File: src/rtl/rs232_rx.sv
// rs232_rx - UART receiver for 8N1 frames on an idle-high RS-232 line.
//
// The line is brought into the clock domain by a two-flop synchroniser and
// sampled at 16x the baud rate. The 16x tick comes from a free-running phase
// accumulator. Each bit is decided by a 2-of-3 vote over ticks 7, 8 and 9 of
// its bit period. Good bytes are presented on a one-cycle valid strobe. A low
// stop bit produces a one-cycle frame-error strobe instead.
//
// Parameters:
//   FREQ   system clock frequency in Hz
//   BAUD   line rate in bits/s
//   ACC_W  width of the oversampling phase accumulator
// Ports:
//   CLK50MHZ       in   system clock; all logic runs on the rising edge
//   RST            in   synchronous active-high reset
//   RxD            in   asynchronous serial line, idle high
//   RxD_data       out  [7:0] last correctly framed byte; held until the next good frame
//   RxD_valid      out  one-cycle pulse when RxD_data is updated
//   RxD_frame_err  out  one-cycle pulse when the stop bit is sampled low
//   RxD_busy       out  high whenever the receiver is not idle
module rs232_rx #(
    parameter int FREQ  = 50000000,
    parameter int BAUD  = 115200,
    parameter int ACC_W = 16
) (
    input  logic       CLK50MHZ,
    input  logic       RST,
    input  logic       RxD,
    output logic [7:0] RxD_data,
    output logic       RxD_valid,
    output logic       RxD_frame_err,
    output logic       RxD_busy
);

    // Accumulator increment: round(BAUD*16*2^ACC_W/FREQ).
    // The arithmetic is done in 64 bits so the product cannot overflow.
    localparam logic [63:0] INC_64 =
        (((64'(BAUD) * 64'd16) << ACC_W) + 64'(FREQ / 2)) / 64'(FREQ);
    localparam logic [ACC_W-1:0] INC = INC_64[ACC_W-1:0];

    typedef enum logic [2:0] {
        IDLE  = 3'd0,
        START = 3'd1,
        DATA  = 3'd2,
        STOP  = 3'd3,
        BRK   = 3'd4
    } state_t;

    // 2-of-3 majority vote.
    function automatic logic maj3(input logic a, input logic b, input logic c);
        return (a & b) | (a & c) | (b & c);
    endfunction

    logic             rx_meta_r;
    logic             rxs_r;
    logic [ACC_W-1:0] acc_r;
    logic [ACC_W:0]   acc_sum_s;
    logic             tick_s;

    state_t      state_r, state_s;
    logic [3:0]  cnt_r, cnt_s, cnt_cur_s;
    logic [2:0]  idx_r, idx_s;
    logic [7:0]  shift_r, shift_s;
    logic [1:0]  smp_r, smp_s;
    logic        vote_s;
    logic [7:0]  data_r, data_s;
    logic        valid_r, valid_s;
    logic        ferr_r, ferr_s;
    logic        busy_r, busy_s;

    // Two-flop synchroniser. Both stages reset to the idle level.
    always_ff @(posedge CLK50MHZ) begin
        if (RST) begin
            rx_meta_r <= 1'b1;
            rxs_r     <= 1'b1;
        end else begin
            rx_meta_r <= RxD;
            rxs_r     <= rx_meta_r;
        end
    end

    // The carry out of the phase accumulator is the 16x oversample tick.
    assign acc_sum_s = {1'b0, acc_r} + {1'b0, INC};
    assign tick_s    = acc_sum_s[ACC_W];

    // Free-running phase accumulator.
    always_ff @(posedge CLK50MHZ) begin
        if (RST) begin
            acc_r <= '0;
        end else begin
            acc_r <= acc_sum_s[ACC_W-1:0];
        end
    end

    // Next-state logic. cnt_r holds the index of the last tick, so
    // cnt_cur_s is the index of the tick in progress. Entering START with
    // cnt_r = 0 makes the start-detect tick count as tick 0 of the start bit.
    always_comb begin
        state_s   = state_r;
        cnt_s     = cnt_r;
        idx_s     = idx_r;
        shift_s   = shift_r;
        smp_s     = smp_r;
        data_s    = data_r;
        valid_s   = 1'b0;
        ferr_s    = 1'b0;
        cnt_cur_s = cnt_r + 4'd1;
        vote_s    = maj3(smp_r[1], smp_r[0], rxs_r);

        if (tick_s) begin
            if (state_r != IDLE) begin
                cnt_s = cnt_cur_s;
                if (cnt_cur_s == 4'd7) begin
                    smp_s[0] = rxs_r;
                end else if (cnt_cur_s == 4'd8) begin
                    smp_s[1] = rxs_r;
                end else begin
                    smp_s = smp_r;
                end
            end else begin
                cnt_s = cnt_r;
            end

            case (state_r)
                IDLE: begin
                    if (!rxs_r) begin
                        state_s = START;
                        cnt_s   = 4'd0;
                    end else begin
                        state_s = IDLE;
                    end
                end
                START: begin
                    // A start bit that votes high at mid-bit was a glitch.
                    if ((cnt_cur_s == 4'd9) && vote_s) begin
                        state_s = IDLE;
                    end else if (cnt_cur_s == 4'd15) begin
                        state_s = DATA;
                        idx_s   = 3'd0;
                    end else begin
                        state_s = START;
                    end
                end
                DATA: begin
                    if (cnt_cur_s == 4'd9) begin
                        shift_s[idx_r] = vote_s;
                    end else begin
                        shift_s = shift_r;
                    end
                    if (cnt_cur_s == 4'd15) begin
                        if (idx_r == 3'd7) begin
                            state_s = STOP;
                        end else begin
                            idx_s = idx_r + 3'd1;
                        end
                    end else begin
                        idx_s = idx_r;
                    end
                end
                STOP: begin
                    // Returning to IDLE at mid-stop lets the next start edge
                    // be caught even when frames are sent back to back.
                    if (cnt_cur_s == 4'd9) begin
                        if (vote_s) begin
                            data_s  = shift_r;
                            valid_s = 1'b1;
                            state_s = IDLE;
                        end else begin
                            ferr_s  = 1'b1;
                            state_s = BRK;
                        end
                    end else begin
                        state_s = STOP;
                    end
                end
                BRK: begin
                    // Wait for the line to go high again after a break or a
                    // long low period.
                    if (rxs_r) begin
                        state_s = IDLE;
                    end else begin
                        state_s = BRK;
                    end
                end
                default: begin
                    state_s = IDLE;
                end
            endcase
        end else begin
            state_s = state_r;
        end

        busy_s = (state_s != IDLE);
    end

    // Receiver state and output registers.
    always_ff @(posedge CLK50MHZ) begin
        if (RST) begin
            state_r <= IDLE;
            cnt_r   <= 4'd0;
            idx_r   <= 3'd0;
            shift_r <= 8'h00;
            smp_r   <= 2'b11;
            data_r  <= 8'h00;
            valid_r <= 1'b0;
            ferr_r  <= 1'b0;
            busy_r  <= 1'b0;
        end else begin
            state_r <= state_s;
            cnt_r   <= cnt_s;
            idx_r   <= idx_s;
            shift_r <= shift_s;
            smp_r   <= smp_s;
            data_r  <= data_s;
            valid_r <= valid_s;
            ferr_r  <= ferr_s;
            busy_r  <= busy_s;
        end
    end

    assign RxD_data      = data_r;
    assign RxD_valid     = valid_r;
    assign RxD_frame_err = ferr_r;
    assign RxD_busy      = busy_r;

endmodule

File: config.mk
export PLATFORM = sky130hd
export DESIGN_NAME = rs232_rx
export DESIGN_NICKNAME = d
export VERILOG_FILES = /design/src/rtl/rs232_rx.sv
export SDC_FILE = /design/constraint.sdc
export NUM_CORES = 1
export LEC_CHECK = 0
export BUFFER_PORTS_ARGS = -buffer_cell sky130_fd_sc_hd__buf_4
export CAP_MARGIN = 5
export CELL_PAD_IN_SITES_DETAIL_PLACEMENT = 1
export CELL_PAD_IN_SITES_GLOBAL_PLACEMENT = 1
export CORE_ASPECT_RATIO = 1.4
export CORE_MARGIN = 5
export CORE_UTILIZATION = 35
export CTS_BUF_LIST = sky130_fd_sc_hd__clkbuf_4 sky130_fd_sc_hd__clkbuf_8 sky130_fd_sc_hd__clkbuf_16
export CTS_CLUSTER_SIZE = 14
export DETAILED_ROUTE_END_ITERATION = 16
export GPL_TIMING_DRIVEN = 0
export MAX_ROUTING_LAYER = met4
export PLACE_DENSITY = 0.73
export REMOVE_ABC_BUFFERS = 1
export SLEW_MARGIN = 20
export SYNTH_ARGS = -nofsm -noshare
export SYNTH_HDL_FRONTEND = slang
export SYNTH_SLANG_ARGS = --single-unit
File: constraint.sdc
create_clock -name CLK50MHZ -period 5.5 [get_ports CLK50MHZ]
set_input_delay 0.275 -clock CLK50MHZ [delete_from_list [all_inputs] [get_ports CLK50MHZ]]
set_output_delay 0.275 -clock CLK50MHZ [all_outputs]
set_load 0.01 [all_outputs]
==> summary.md <==
| Metric | Value |
|---|---|
| Result of the run | `finished, final reports clean` |
| Placer's final routability congestion estimate | `0.8014` |
| CTS tree | `done` |
| Startpoint type of the worst setup path | `register` |
| Number of gates given a new drive strength after cts | `0` |
| Relative slew slack | `56.98%` |
| Layout Area Growth over Synthesis | `11.77%` |
| Maximum buffer depth of the clock tree | `2` |
| Clock power share | `40.6%` |
| Library cell with the highest instance count after synthesis | `sky130_fd_sc_hd__dfxtp_1` |
| Peak clock frequency supported by timing | `418.0 MHz` |
| Ordered list of cells on the worst path | `inv_1, ha_1, nand2b_1, a21o_2, o21ai_2, or3_1, mux2i_1, nor2_1` |
| Kind of cell adding the most delay to the critical path | `compound AO/OA/AOI/OAI gates` |
| Number of global-route vias before repair | `1736` |
| Distinct cells, synth | `59` |
| Die W | `76.52 um` |
| Share of cells above drive strength 1 | `14.17%` |
| Worst min path class | `input port to register` |
| H-tree level count | `2` |
| Average via count per standard cell | `5.307` |
| Slew Viols, Final | `0` |
| Final clock period utilization by the worst path | `43.50%` |
| Number of vias in the routed layout | `1693` |
| Final hold violation count | `0` |
| Worst Setup Path Type | `register to register` |
| Minimum period implied by the final worst setup slack | `2.393 ns` |
| Flip-flop and latch count after synthesis | `45` |
| Share of the synthesized area in the top cell type | `41.55%` |
| WL final | `4692 um` |
| Combinational share of power | `5.5%` |
| Internal power contribution | `505.4 uW` |
| Count of max-cap constraint violations | `0` |
| Number of synthesis warnings | `0` |
| DPL Wire Length | `3286 um` |
| Antenna violations before repair | `0` |
| Placement row count | `34` |
| Most used flip-flop cell after synthesis | `sky130_fd_sc_hd__dfxtp_1` |
| Antenna Nets Post-Route | `0` |
| Number of enable-type register cells in the synthesized netlist | `0` |
| Buffering stage count on the worst path with inverters included | `1` |
| Clock Tree Root | `sky130_fd_sc_hd__clkbuf_8` |
| Starting density of the core | `35.40%` |
| DRC violations left | `0` |
| Clk sinks | `45` |
| Overflow left after global routing | `0` |
| Top cell types by occurrence after synthesis | `sky130_fd_sc_hd__dfxtp_1 (45), sky130_fd_sc_hd__nor2_1 (32), sky130_fd_sc_hd__nand2_1 (14)` |
| Critical path required time | `5.68 ns` |
| Count of nets after finishing | `256` |
| Maximum number of pins on one net before global-route repair | `38` |
| Net switching fraction of the power | `22.17%` |
| Switching Power | `144.0 uW` |
| Num CTS Buffers | `5` |
| Number of port buffers | `13` |
| Clock Latency Late Sink | `0.30 ns` |
| Gr usage total | `13.40%` |
| Worst reg-to-reg setup slack | `3.11 ns` |
| Actual transition at the worst max-transition pin | `0.6453 ns` |
| Power density over the cells | `267.9 nW/um^2` |
| Die boundary height | `103.1 um` |
| Crit path max fanout | `12` |
| Max IR drop VDD | `0.1748 mV` |
| Post-Route Hold Slack | `0.1589 ns` |
| Crit end category | `register` |
| Die footprint | `7892 um^2` |
| Largest clock skew in the final design | `0.005785 ns` |
| Setup TNS | `0 ns` |
| Number of standard cells after synthesis | `236` |
| Slowest-stage cell, CP | `sky130_fd_sc_hd__or3_1` |
| Pre-Repair DR Iteration Count | `4` |
| Highest cell delay on the worst timing path | `0.53 ns` |
| Initial detailed-routing violation count | `69` |
| Worst path arrival time | `2.57 ns` |
| Cell type with the highest aggregate area in the netlist | `sky130_fd_sc_hd__dfxtp_1` |
| Fraction of the yosys area taken by sequential cells | `41.55%` |
| Average wire per standard cell | `14.71 um` |
| Post-synth ARST share | `0%` |
| Lkg Pwr | `0.0009576 uW` |
| Top-Level Pins | `14` |
| Clock transition at the register clock pins on the worst setup and hold paths after CTS | `0.08 ns` |
| Post-synthesis area per instance | `9.188 um^2` |
| Cell types occupying the most area after synthesis | `sky130_fd_sc_hd__dfxtp_1 (42%), sky130_fd_sc_hd__mux2i_1 (6.0%), sky130_fd_sc_hd__nor2_1 (5.5%)` |
| Final setup violation count | `0` |
| Sequential cell fraction of total power | `53.9%` |
| First-pass GRT wire length | `8411 um` |
| Diodes inserted | `0` |
| Setup repair bufs after CTS | `0` |
| Fill cell instance count of the final layout | `747` |
| Post-Synthesis Cell Area | `2168 um^2` |
| RSZ-0062 raised after global routing | `false` |
| Hold Buf Count CTS | `0` |
| Placeable Area | `6126 um^2` |
-- metal layers --
layer	routed length (um)	GRT usage, %
met1	2056	14.64
met2	2436	23.68
met3	77	2.010
met4	121	6.864
met5	0	-
-- cell type report --
class | count | area, um^2 | area share, %
Sequential cell | 45 | 900.9 | 37.17
Clock inverter | 1 | 30.03 | 1.239
Tap cell | 72 | 90.09 | 3.717
Clock buffer | 7 | 90.09 | 3.717
Multi-Input combinational cell | 172 | 1181 | 48.74
Inverter | 9 | 33.78 | 1.394
Timing Repair Buffer | 13 | 97.59 | 4.027
-- registers in the layout (all words and copies together) (netlist names) --
signal         count
acc_r             12
cnt_r              4
rx_meta_r          1
state_r            3
RxD_data           8
idx_r              3
rxs_r              1
RxD_frame_err      1
shift_r            8
RxD_valid          1
RxD_busy           1
smp_r              2
-- placed cells by master (no fill, tap or decap), types with 2 or more instances in the layout --
| cell | instances |
|---|---|
| sky130_fd_sc_hd__and3_1 | 6 |
| sky130_fd_sc_hd__nor4_1 | 3 |
| sky130_fd_sc_hd__nor2b_1 | 3 |
| sky130_fd_sc_hd__dfxtp_1 | 45 |
| sky130_fd_sc_hd__nand3_1 | 10 |
| sky130_fd_sc_hd__or3_1 | 2 |
| sky130_fd_sc_hd__nor3_1 | 5 |
| sky130_fd_sc_hd__nand2_1 | 14 |
| sky130_fd_sc_hd__o21ai_0 | 2 |
| sky130_fd_sc_hd__a21boi_0 | 3 |
| sky130_fd_sc_hd__clkbuf_8 | 6 |
| sky130_fd_sc_hd__nand4_1 | 4 |
| sky130_fd_sc_hd__a21boi_1 | 3 |
| sky130_fd_sc_hd__ha_1 | 7 |
| sky130_fd_sc_hd__nand2b_1 | 6 |
| sky130_fd_sc_hd__a21oi_1 | 12 |
| sky130_fd_sc_hd__nor2_1 | 32 |
| sky130_fd_sc_hd__xor2_1 | 6 |
| sky130_fd_sc_hd__or2_2 | 2 |
| sky130_fd_sc_hd__inv_1 | 7 |
| sky130_fd_sc_hd__o21a_1 | 6 |
| sky130_fd_sc_hd__buf_4 | 13 |
| sky130_fd_sc_hd__a31o_1 | 3 |
| sky130_fd_sc_hd__mux2i_1 | 13 |
-- power groups by stage --
stage / Sequential, uW / Combinational (uW) / Clock [uW]
5_1_grt: 353 / 42.1 / 291
4_1_cts: 350 / 36.5 / 274
6_report: 350 / 35.6 / 263
2_1_floorplan: 354 / 26.1 / 0
3_5_place_dp: 358 / 36.3 / 0
3_3_place_gp: 357 / 34.6 / 0
-- cells by family after synthesis --
group | synth area share (%)
AND/OR/NAND/NOR | 24.58
AO/OA/AOI/OAI | 16.56
flip-flops | 41.55
buffers and inverters | 3.981
multiplexers | 6.001
adder cells (fa/ha/maj) | 4.501
XOR/XNOR | 2.828
-- stage by stage --
stage          power, uW  cell area, um^2  utilization (%)  std cells  worst slack, ns
6_report           649.4             2424            39.56        319            3.107
2_1_floorplan      380.3             2116                -        226            3.442
3_3_place_gp       391.5             2303            37.60        311            3.115
4_1_cts            661.3             2424            39.56        319            3.050
3_5_place_dp       394.3             2303            37.60        311            3.071
5_1_grt            685.4             2424            39.56        319            2.865
-- path summary, 6_finish.rpt --
path / startpoint / endpoint / cells after the start
setup reg to reg: acc_r[4] / RxD_data[2] / 8
hold reg to reg: rx_meta_r / rxs_r / 1
setup / recovery: acc_r[4] / RxD_data[2] / 8
hold / removal: RxD / rx_meta_r / 2
(Power assumes the default switching activity.)
